<file path="config.mk">
export PLATFORM = sky130hd
export DESIGN_NAME = aes_uart_frame_rx_flat
export DESIGN_NICKNAME = d
export VERILOG_FILES = /design/src/rtl/aes_uart_pkg.sv /design/src/rtl/aes_uart_frame_rx_if.sv /design/src/rtl/uart_rx_byte.sv /design/src/rtl/aes_uart_frame_rx.sv /design/src/flat_wrapper.sv
export SDC_FILE = /design/constraint.sdc
export NUM_CORES = 1
export LEC_CHECK = 0
export BUFFER_PORTS_ARGS = -buffer_cell sky130_fd_sc_hd__buf_2
export CAP_MARGIN = 25
export CORE_ASPECT_RATIO = 0.6
export CORE_MARGIN = 2
export CORE_UTILIZATION = 46
export CTS_BUF_LIST = sky130_fd_sc_hd__clkbuf_8
export DETAILED_ROUTE_END_ITERATION = 8
export HOLD_SLACK_MARGIN = 0.02
export PLACE_DENSITY_LB_ADDON = 0.15
export SYNTH_ARGS = -nofsm -noshare
export SYNTH_HDL_FRONTEND = slang
export SYNTH_SLANG_ARGS = --single-unit
</file>
<file path="constraint.sdc">
create_clock -name clk -period 2.7 [get_ports clk]
set_input_delay 0.27 -clock clk [delete_from_list [all_inputs] [get_ports clk]]
set_output_delay 0.27 -clock clk [all_outputs]
set_load 0.1 [all_outputs]
</file>
<file path="src/rtl/aes_uart_pkg.sv">
// Shared types and constants for the AES UART frame receiver.
// The optional even-parity bit is enabled by defining AES_RX_PARITY_EN.
package aes_uart_pkg;

  localparam int AES_BLOCK_W      = 128;
  localparam int DEF_CLKS_PER_BIT = 434;

  typedef enum logic [2:0] {
    IDLE,
    START,
    DATA,
    PARITY,
    STOP
  } uart_state_e;

endpackage

</file>
<file path="src/rtl/aes_uart_frame_rx_if.sv">
// Block hand-off from the frame assembler to the AES core.
// valid/ready: the master holds block_data stable while block_valid is high;
// a transfer happens on every clock edge where block_valid && block_ready.
interface aes_uart_frame_rx_if
  import aes_uart_pkg::*;
#(
  parameter int W = AES_BLOCK_W
);

  logic [W-1:0] block_data;
  logic         block_valid;
  logic         block_ready;

  modport master (output block_data, output block_valid, input block_ready);
  modport slave  (input block_data, input block_valid, output block_ready);

endinterface

</file>
<file path="src/rtl/uart_rx_byte.sv">
// 8N1 UART byte receiver: 2-flop synchroniser, bit-timing FSM, one-cycle byte/err pulses.
// With AES_RX_PARITY_EN defined, an even-parity bit is checked between DATA and STOP.
module uart_rx_byte
  import aes_uart_pkg::*;
#(
  parameter int CLKS_PER_BIT = DEF_CLKS_PER_BIT
) (
  input  logic        clk,
  input  logic        rst_n,
  input  logic        rx_i,
  output logic [7:0]  byte_o,
  output logic        byte_valid_o,
  output logic        err_o,
  output logic        busy_o,
  output uart_state_e state_o
);

  localparam logic [15:0] BIT_LAST  = 16'(CLKS_PER_BIT - 1);
  localparam logic [15:0] HALF_LOAD = 16'(CLKS_PER_BIT / 2 - 1);

  logic [1:0]  sync_q;
  logic        prev_q;
  logic [2:0]  fill_q;
  uart_state_e state_q;
  logic [15:0] cnt_q;
  logic [2:0]  bit_q;
  logic [7:0]  shift_q;
  logic        par_ok_q;
  logic [7:0]  data_q;
  logic        valid_q;
  logic        err_q;
  logic        rx_s;

  assign rx_s = sync_q[1];

  // fill_q marks when prev_q holds a real pin sample, so a line held low
  // through reset release is not mistaken for a start edge.
  always_ff @(posedge clk or negedge rst_n) begin
    if (!rst_n) begin
      sync_q   <= 2'b11;
      prev_q   <= 1'b1;
      fill_q   <= 3'b000;
      state_q  <= IDLE;
      cnt_q    <= '0;
      bit_q    <= '0;
      shift_q  <= '0;
      par_ok_q <= 1'b1;
      data_q   <= '0;
      valid_q  <= 1'b0;
      err_q    <= 1'b0;
    end else begin
      sync_q  <= {sync_q[0], rx_i};
      prev_q  <= rx_s;
      fill_q  <= {fill_q[1:0], 1'b1};
      valid_q <= 1'b0;
      err_q   <= 1'b0;
      case (state_q)
        IDLE: begin
          if (fill_q[2] && prev_q && !rx_s) begin
            cnt_q   <= HALF_LOAD;
            state_q <= START;
          end
        end
        START: begin
          if (cnt_q != 16'd0) begin
            cnt_q <= cnt_q - 16'd1;
          end else if (!rx_s) begin
            cnt_q    <= BIT_LAST;
            bit_q    <= 3'd0;
            par_ok_q <= 1'b1;
            state_q  <= DATA;
          end else begin
            state_q <= IDLE;
          end
        end
        DATA: begin
          if (cnt_q != 16'd0) begin
            cnt_q <= cnt_q - 16'd1;
          end else begin
            shift_q <= {rx_s, shift_q[7:1]};
            bit_q   <= bit_q + 3'd1;
            cnt_q   <= BIT_LAST;
            if (bit_q == 3'd7) begin
`ifdef AES_RX_PARITY_EN
              state_q <= PARITY;
`else
              state_q <= STOP;
`endif
            end
          end
        end
        PARITY: begin
`ifdef AES_RX_PARITY_EN
          if (cnt_q != 16'd0) begin
            cnt_q <= cnt_q - 16'd1;
          end else begin
            par_ok_q <= (rx_s == ^shift_q);
            cnt_q    <= BIT_LAST;
            state_q  <= STOP;
          end
`else
          state_q <= IDLE;
`endif
        end
        STOP: begin
          if (cnt_q != 16'd0) begin
            cnt_q <= cnt_q - 16'd1;
          end else begin
            if (rx_s && par_ok_q) begin
              data_q  <= shift_q;
              valid_q <= 1'b1;
            end else begin
              err_q <= 1'b1;
            end
            state_q <= IDLE;
          end
        end
        default: state_q <= IDLE;
      endcase
    end
  end

  assign byte_o       = data_q;
  assign byte_valid_o = valid_q;
  assign err_o        = err_q;
  assign busy_o       = (state_q != IDLE);
  assign state_o      = state_q;

endmodule

</file>
<file path="src/rtl/aes_uart_frame_rx.sv">
// UART frame receiver: packs FRAME_BYTES bytes into one AES block, valid/ready hand-off.
// Optional even parity via AES_RX_PARITY_EN (handled inside uart_rx_byte).
module aes_uart_frame_rx
  import aes_uart_pkg::*;
#(
  parameter int CLKS_PER_BIT = DEF_CLKS_PER_BIT,
  parameter int FRAME_BYTES  = 16
) (
  input  logic                       clk,
  input  logic                       rst_n,
  input  logic                       uart_rx,
  aes_uart_frame_rx_if.master        blk,
  output logic                       frames_received,
  output logic                       rx_busy,
  output logic [3:0]                 byte_count,
  output logic                       framing_err,
  output logic                       overflow,
  output uart_state_e                rx_state_o
);

  localparam int         BW   = 8 * FRAME_BYTES;
  localparam logic [3:0] LAST = 4'(FRAME_BYTES - 1);

  logic [7:0]    rx_byte;
  logic          rx_byte_valid;
  logic [BW-1:0] asm_q;
  logic [BW-1:0] asm_d;
  logic [BW-1:0] data_q;
  logic          valid_q;
  logic          frame_q;
  logic          ovf_q;
  logic [3:0]    cnt_q;

  uart_rx_byte #(
    .CLKS_PER_BIT (CLKS_PER_BIT)
  ) u_rx (
    .clk          (clk),
    .rst_n        (rst_n),
    .rx_i         (uart_rx),
    .byte_o       (rx_byte),
    .byte_valid_o (rx_byte_valid),
    .err_o        (framing_err),
    .busy_o       (rx_busy),
    .state_o      (rx_state_o)
  );

  assign asm_d = {asm_q[BW-9:0], rx_byte};

  // The handshake clear comes first so a same-cycle frame load overrides it.
  always_ff @(posedge clk or negedge rst_n) begin
    if (!rst_n) begin
      asm_q   <= '0;
      data_q  <= '0;
      valid_q <= 1'b0;
      frame_q <= 1'b0;
      ovf_q   <= 1'b0;
      cnt_q   <= '0;
    end else begin
      frame_q <= 1'b0;
      if (valid_q && blk.block_ready) begin
        valid_q <= 1'b0;
      end
      if (rx_byte_valid) begin
        asm_q <= asm_d;
        if (cnt_q == LAST) begin
          cnt_q <= '0;
          if (!valid_q || blk.block_ready) begin
            data_q  <= asm_d;
            valid_q <= 1'b1;
            frame_q <= 1'b1;
          end else begin
            ovf_q <= 1'b1;
          end
        end else begin
          cnt_q <= cnt_q + 4'd1;
        end
      end
    end
  end

  assign blk.block_data  = data_q;
  assign blk.block_valid = valid_q;
  assign frames_received = frame_q;
  assign byte_count      = cnt_q;
  assign overflow        = ovf_q;

endmodule
</file>
<file path="src/flat_wrapper.sv">
// flat-port wrapper written by rule: the top's interface ports become plain ports
module aes_uart_frame_rx_flat import aes_uart_pkg::*;
#(
  parameter int CLKS_PER_BIT = DEF_CLKS_PER_BIT,
  parameter int FRAME_BYTES  = 16
)
  (clk, rst_n, uart_rx, frames_received, rx_busy, byte_count, framing_err, overflow, rx_state_o, blk_block_data, blk_block_valid, blk_block_ready);
  aes_uart_frame_rx_if blk_i ();
  input  logic clk;
  input  logic rst_n;
  input  logic uart_rx;
  output logic frames_received;
  output logic rx_busy;
  output logic [3:0] byte_count;
  output logic framing_err;
  output logic overflow;
  output uart_state_e rx_state_o;
  output wire logic [$bits(blk_i.block_data)-1:0] blk_block_data;
  output wire logic [$bits(blk_i.block_valid)-1:0] blk_block_valid;
  input wire logic [$bits(blk_i.block_ready)-1:0] blk_block_ready;
  assign blk_block_data = blk_i.block_data;
  assign blk_block_valid = blk_i.block_valid;
  assign blk_i.block_ready = blk_block_ready;
  aes_uart_frame_rx #(.CLKS_PER_BIT(CLKS_PER_BIT), .FRAME_BYTES(FRAME_BYTES)) u_core (.clk(clk), .rst_n(rst_n), .uart_rx(uart_rx), .blk(blk_i), .frames_received(frames_received), .rx_busy(rx_busy), .byte_count(byte_count), .framing_err(framing_err), .overflow(overflow), .rx_state_o(rx_state_o));
endmodule
</file>
Word level (Yosys, flattened, before mapping)
Index checks and enable logic that the tools add are counted.

Bits in registers: 301. Latch bits: 0. RAM bits: 0. Memory bits (read-only): 0. Bits of input ports: 4. Output and inout port bits: 140. Word-level logic and storage cells: 83. Memories kept: 0.

Add/sub/neg operators: 3. Multiply operators: 0. Div/mod/pow operators: 0. Magnitude comparators: 0. Eq/ne operators: 13. Shifts and indexed selects: 0. Multiplexer cells: 31. Bitwise logic cells: 2. Reductions and logical operators: 18.

Operator list (count): two-way mux 16 bit (5); case mux 16 bit (4 select lines) (1); two-way mux 3 bit (8); nonzero test 16 bit (1); subtractor 16 x 1 -> 16 bit, second input constant (1); inequality test 2 bit, second input constant (7); two-way mux 1 bit (13); case mux 3 bit (4 select lines) (1); AND reduction 3 bit (3); AND reduction 4 bit (2); equality test 3 bit, second input constant (2); case mux 3 bit (2 select lines) (1); AND reduction 5 bit (1); adder 4 x 1 -> 4 bit, second input constant (1); equality test 4 bit, second input constant (1); two-way mux 4 bit (1); nonzero test 4 bit (1); adder 3 x 1 -> 3 bit, second input constant (1); equality test 3 x 1 -> 1 bit, second input constant (1); equality test 3 x 2 -> 1 bit, second input constant (1); logical AND 1 bit (3); zero test 3 bit (1); inequality test 3 bit, second input constant (1); nonzero test 3 bit (1); other kinds (6) (8).

Logic depth before layout (Yosys ltp)
Depth in word-level cells: 5. Mapped depth: 8. Gate-level depth less buffers: 7.

Cells and area by module
A second synthesis with hierarchy kept.

Cells, all modules: 757. Area total of the unflattened synthesis: 11850.1 µm².

By module, submodules not included: aes_uart_frame_rx (instances 1, cells each 549, area each 9562.9 µm²); uart_rx_byte (instances 1, cells each 208, area each 2287.2 µm²).

Least setup slack after synthesis
No wires, ideal clock.

Path kind: register -> register. Start point: register u_core.cnt_q[0], in the netlist u_core.byte_count[0]. End point: register u_core.data_q[0], in the netlist u_core.blk.block_data[0]. Setup time: 125 ps. Arrival: 2443 ps. Required time: 2575 ps. Slack: 132 ps. Cell stages (with the launch flop): 7. Buffers on the path: 2. Clock period less this slack: 2568 ps. Path through: dfrtp_1 -> ha_1 -> nand4_1 -> nor2b_1 -> clkbuf_1 -> buf_2 -> mux2_2.

Cells in the longest elaborated chain, start to end: 2.

Ends and longest elaborated chain: start, declared (RTL line aes_uart_frame_rx.sv:32) `logic [3:0] cnt_q;`; start signal, assigned (RTL line aes_uart_frame_rx.sv:75) `cnt_q <= cnt_q + 4'd1;`; equality test 4 bit (RTL line aes_uart_frame_rx.sv:65) `if (cnt_q == LAST) begin`; AND reduction 3 bit (no line); end signal, assigned (RTL line aes_uart_frame_rx.sv:68) `data_q <= asm_d;`; end, declared (RTL line aes_uart_frame_rx.sv:28) `logic [BW-1:0] data_q;`.

No other way between the ends. A chain may end at the register's enable or synchronous reset.

Worst setup path after layout
Start point: register u_core.u_rx.cnt_q[0]. End point: register u_core.u_rx.shift_q[3].

Cells in the longest elaborated chain, start to end: 3.

Ends and longest elaborated chain: start, declared (RTL line uart_rx_byte.sv:25) `logic [15:0] cnt_q;`; start signal, assigned (RTL line uart_rx_byte.sv:66) `cnt_q <= cnt_q - 16'd1;`; start signal, assigned (RTL line uart_rx_byte.sv:78) `cnt_q <= cnt_q - 16'd1;`; start signal, assigned (RTL line uart_rx_byte.sv:107) `cnt_q <= cnt_q - 16'd1;`; nonzero test 16 bit (RTL line uart_rx_byte.sv:77) `if (cnt_q != 16'd0) begin`; NOT 1 bit (no line); AND reduction 2 bit (no line); end signal, assigned (RTL line uart_rx_byte.sv:80) `shift_q <= {rx_s, shift_q[7:1]};`; end, declared (RTL line uart_rx_byte.sv:27) `logic [7:0] shift_q;`.

No other way between the ends.

==> flow_summary.yaml <==
outcome:
  status: "finished, final reports clean"
clock_tree:
  cts_tree: "yes"
  clk_pin_slew_worst_paths_ps: 60
  post_cts_buffers: 0
  cts_root_buf: "clkbuf_8"
  ctsHoldBuffers: 2
  clk_latency_ps: 550
  cts.sinks: 301
  cts.repair.resized: 0
  htree_levels: 2
  numCtsBuffers: 46
  cts_buffer_depth: 3
timing:
  slew_viol_final: 0
  worst_slew_pin_slew_ps: 838
  fmax_ghz: 0.403
  worst_slack_ps: 221
  setup_violations: 0
  hold_viol: 0
  setup_tns_ps: 0
  rsz0062_at_grt: "no"
  skew_ps: 9.90
  period_share_pct: 91.8
  fin_crit_ps: 2480
  timing.slew.headroom_pct: 43.6
global_routing:
  grt_usage_pct: 18.5
  antenna_found_initial: 0
  grt_pass1_wl_um: 39000
  grt_max_degree: 126
  gr-total-overflow: 0
  grt_pass1_vias: 7107
floorplan:
  die_area_mm2: 0.0267
  row_count: 45
  fp.dieW_um: 210
  start_util_pct: 46.5
  die_y_um: 127
  core_mm2: 0.0251
  top_level_ports: 144
finish:
  drive_gt1_share_pct: 53.2
  nets: 939
  syn_to_final_growth_pct: 18.3
  nFillCells: 2041
  diodes: 0
synth:
  synth_area_leaders: "dfrtp_1 (64%), mux2_2 (25%), mux2_4 (1.0%), a21oi_1 (0.73%), o21ai_0 (0.73%)"
  syn-num-nets: 762
  yosys_warnings: 0
  ys_async_sr_fraction_pct: 100
  ys_seq_area_share_pct: 64.5
  post_synth_num_cell_types: 51
  yosys.area.top_type: "dfrtp_1"
  synth_edf_count: 0
  ys.flop_type: "dfrtp_1"
  synth_commonest_cells: "dfrtp_1 (298), mux2_2 (257), nand2_1 (19)"
  synth_top_area_share_pct: 63.8
  syn_inst: 754
  syn_avg_cell_area_um2: 15.5
  syn_area_mm2: 0.0117
  yosysMostFrequentCell: "dfrtp_1"
  ys_seq_elements: 301
detailed_routing:
  route.detailed.drc: 0
  vias: 6671
  drt-wirelength-per-cell_um: 18.6
  dr.first_iter.drc_count: 398
  drtAntennaViolNets: 0
  avgViaCountPerCell: 5.18
  firstDrtPassIters: 4
  drt-total-wl_um: 23900
power_and_ir_drop:
  leakage_nw: 7.31
  ir_worst_vdd_v: 0.000373
  power.density_mw_per_mm2: 651
  finalPower_w: 0.00900
placement:
  dp_hpwl_um: 15800
  portBuffers: 143
  post-place-ws_ps: 268
  place_congestion: 0.802
worst_setup_path:
  cp_top_family: "simple AND/OR/NAND/NOR gates"
  critPathRequiredTime_ps: 3130
  worstPathArrival_ps: 2910
  end_kind: "register"
  crit_chain: "inv_1 -> ha_1 -> or3b_1 -> nor3_1 -> nand3_1 -> nor2_2 -> buf_4 -> mux2_2"
  cp_slowest_cell: "or3b_1"
  max_stage_delay_ps: 440
  cp_max_fo: 8
  crit_type: "register to register"
  cp_num_buf_inv: 2
  critPathLaunchType: "register"
job:
  cap_viol_max_count: 0
hold_path:
  worstHoldPathType: "input port to register"
==> cell families after synthesis <==
group	count (synthesis)	synth area share (%)
AOI/OAI and AO/OA	48	2.43
xor gates and xnor gates	5	0.375
adders and majority gates	5	0.514
buffers and inverters	40	1.43
DFF	301	64.5
muxes	272	26.4
other	1	0.0321
and+or+nand+nor	82	4.36
==> final timing paths <==
kind                                             from                     end  slack (ps)  depth (start not counted)
worst max-delay path             u_core.u_rx.cnt_q[0]  u_core.u_rx.shift_q[3]         220                          8
worst min-delay path                  blk_block_ready  u_core.blk.block_valid          70                          3
worst max register to register   u_core.u_rx.cnt_q[0]  u_core.u_rx.shift_q[3]         220                          8
worst min register to register  u_core.u_rx.fill_q[0]   u_core.u_rx.fill_q[1]         350                          0
max in group asynchronous                       rst_n        u_core.asm_q[22]        1590                          4
min in group asynchronous                       rst_n   u_core.u_rx.byte_o[5]         250                          2
==> routing by layer <==
layer	share of wire (%)	track usage, %	wire [um]
met1	49	26.9	11600
met2	42	26.4	10200
met3	7.7	6.64	1840
met4	1.2	5.05	279
met5	0	0	0
==> flip-flops by register name (all words and copies together), names as in the netlist <==
signal                    flops
u_core.blk.block_data       128
u_core.u_rx.err_o             1
u_core.byte_count             4
u_core.u_rx.byte_o            8
u_core.u_rx.prev_q            1
u_core.u_rx.fill_q            3
u_core.asm_q                120
u_core.blk.block_valid        1
u_core.frames_received        1
u_core.u_rx.state_o           3
u_core.u_rx.bit_q             3
u_core.overflow               1
u_core.u_rx.sync_q            2
u_core.u_rx.cnt_q            16
u_core.u_rx.shift_q           8
u_core.u_rx.byte_valid_o      1
==> per-stage QoR <==
step	hold WS, ps	area, um^2	util, %	cells
after floorplan	-25.6	11700	-	754
after global placement	272	12900	51.4	1210
after detailed placement	274	12900	51.4	1210
after CTS	35.7	13800	55.1	1289
after global routing	40.7	13800	55.1	1289
final	73.1	13800	55.1	1289
==> area by class of cell <==
type                            instances  area (um^2)  area share [%]
Clock inverter                         21          121           0.878
Inverter                                5         18.8           0.136
Sequential cell                       301         7540            54.5
Multi-Input combinational cell        413         3990            28.9
Tap cell                              329          412            2.98
Clock buffer                           56          771            5.57
Timing Repair Buffer                  164          976            7.06
==> cell usage in the layout (no fill, tap or decap), types with 7 or more instances in the layout <==
cell type	count
a21oi_1	17
mux2i_1	7
o21ai_0	17
nor2_1	13
buf_12	7
nand2_1	19
nor3_1	7
buf_4	12
inv_1	19
mux2_4	8
buf_2	142
mux2_2	257
dfrtp_1	297
clkbuf_8	56
==> worst register-to-register path, stage by stage (launching register included) <==
cell     delay [ps]
dfrtp_1         420
inv_1            80
ha_1            190
or3b_1          440
nor3_1          350
nand3_1         180
nor2_2          150
buf_4           190
mux2_2          350
==> report_power, final <==
| group | switching [W] | total, W | internal (W) |
|---|---|---|---|
| sequential | 0.000120 | 0.00470 | 0.00458 |
| clock | 0.00169 | 0.00365 | 0.00196 |
| combinational | 0.000452 | 0.000653 | 0.000200 |
| total | 0.00226 | 0.00900 | 0.00674 |
Note: power is estimated with default switching activity, not from simulation.
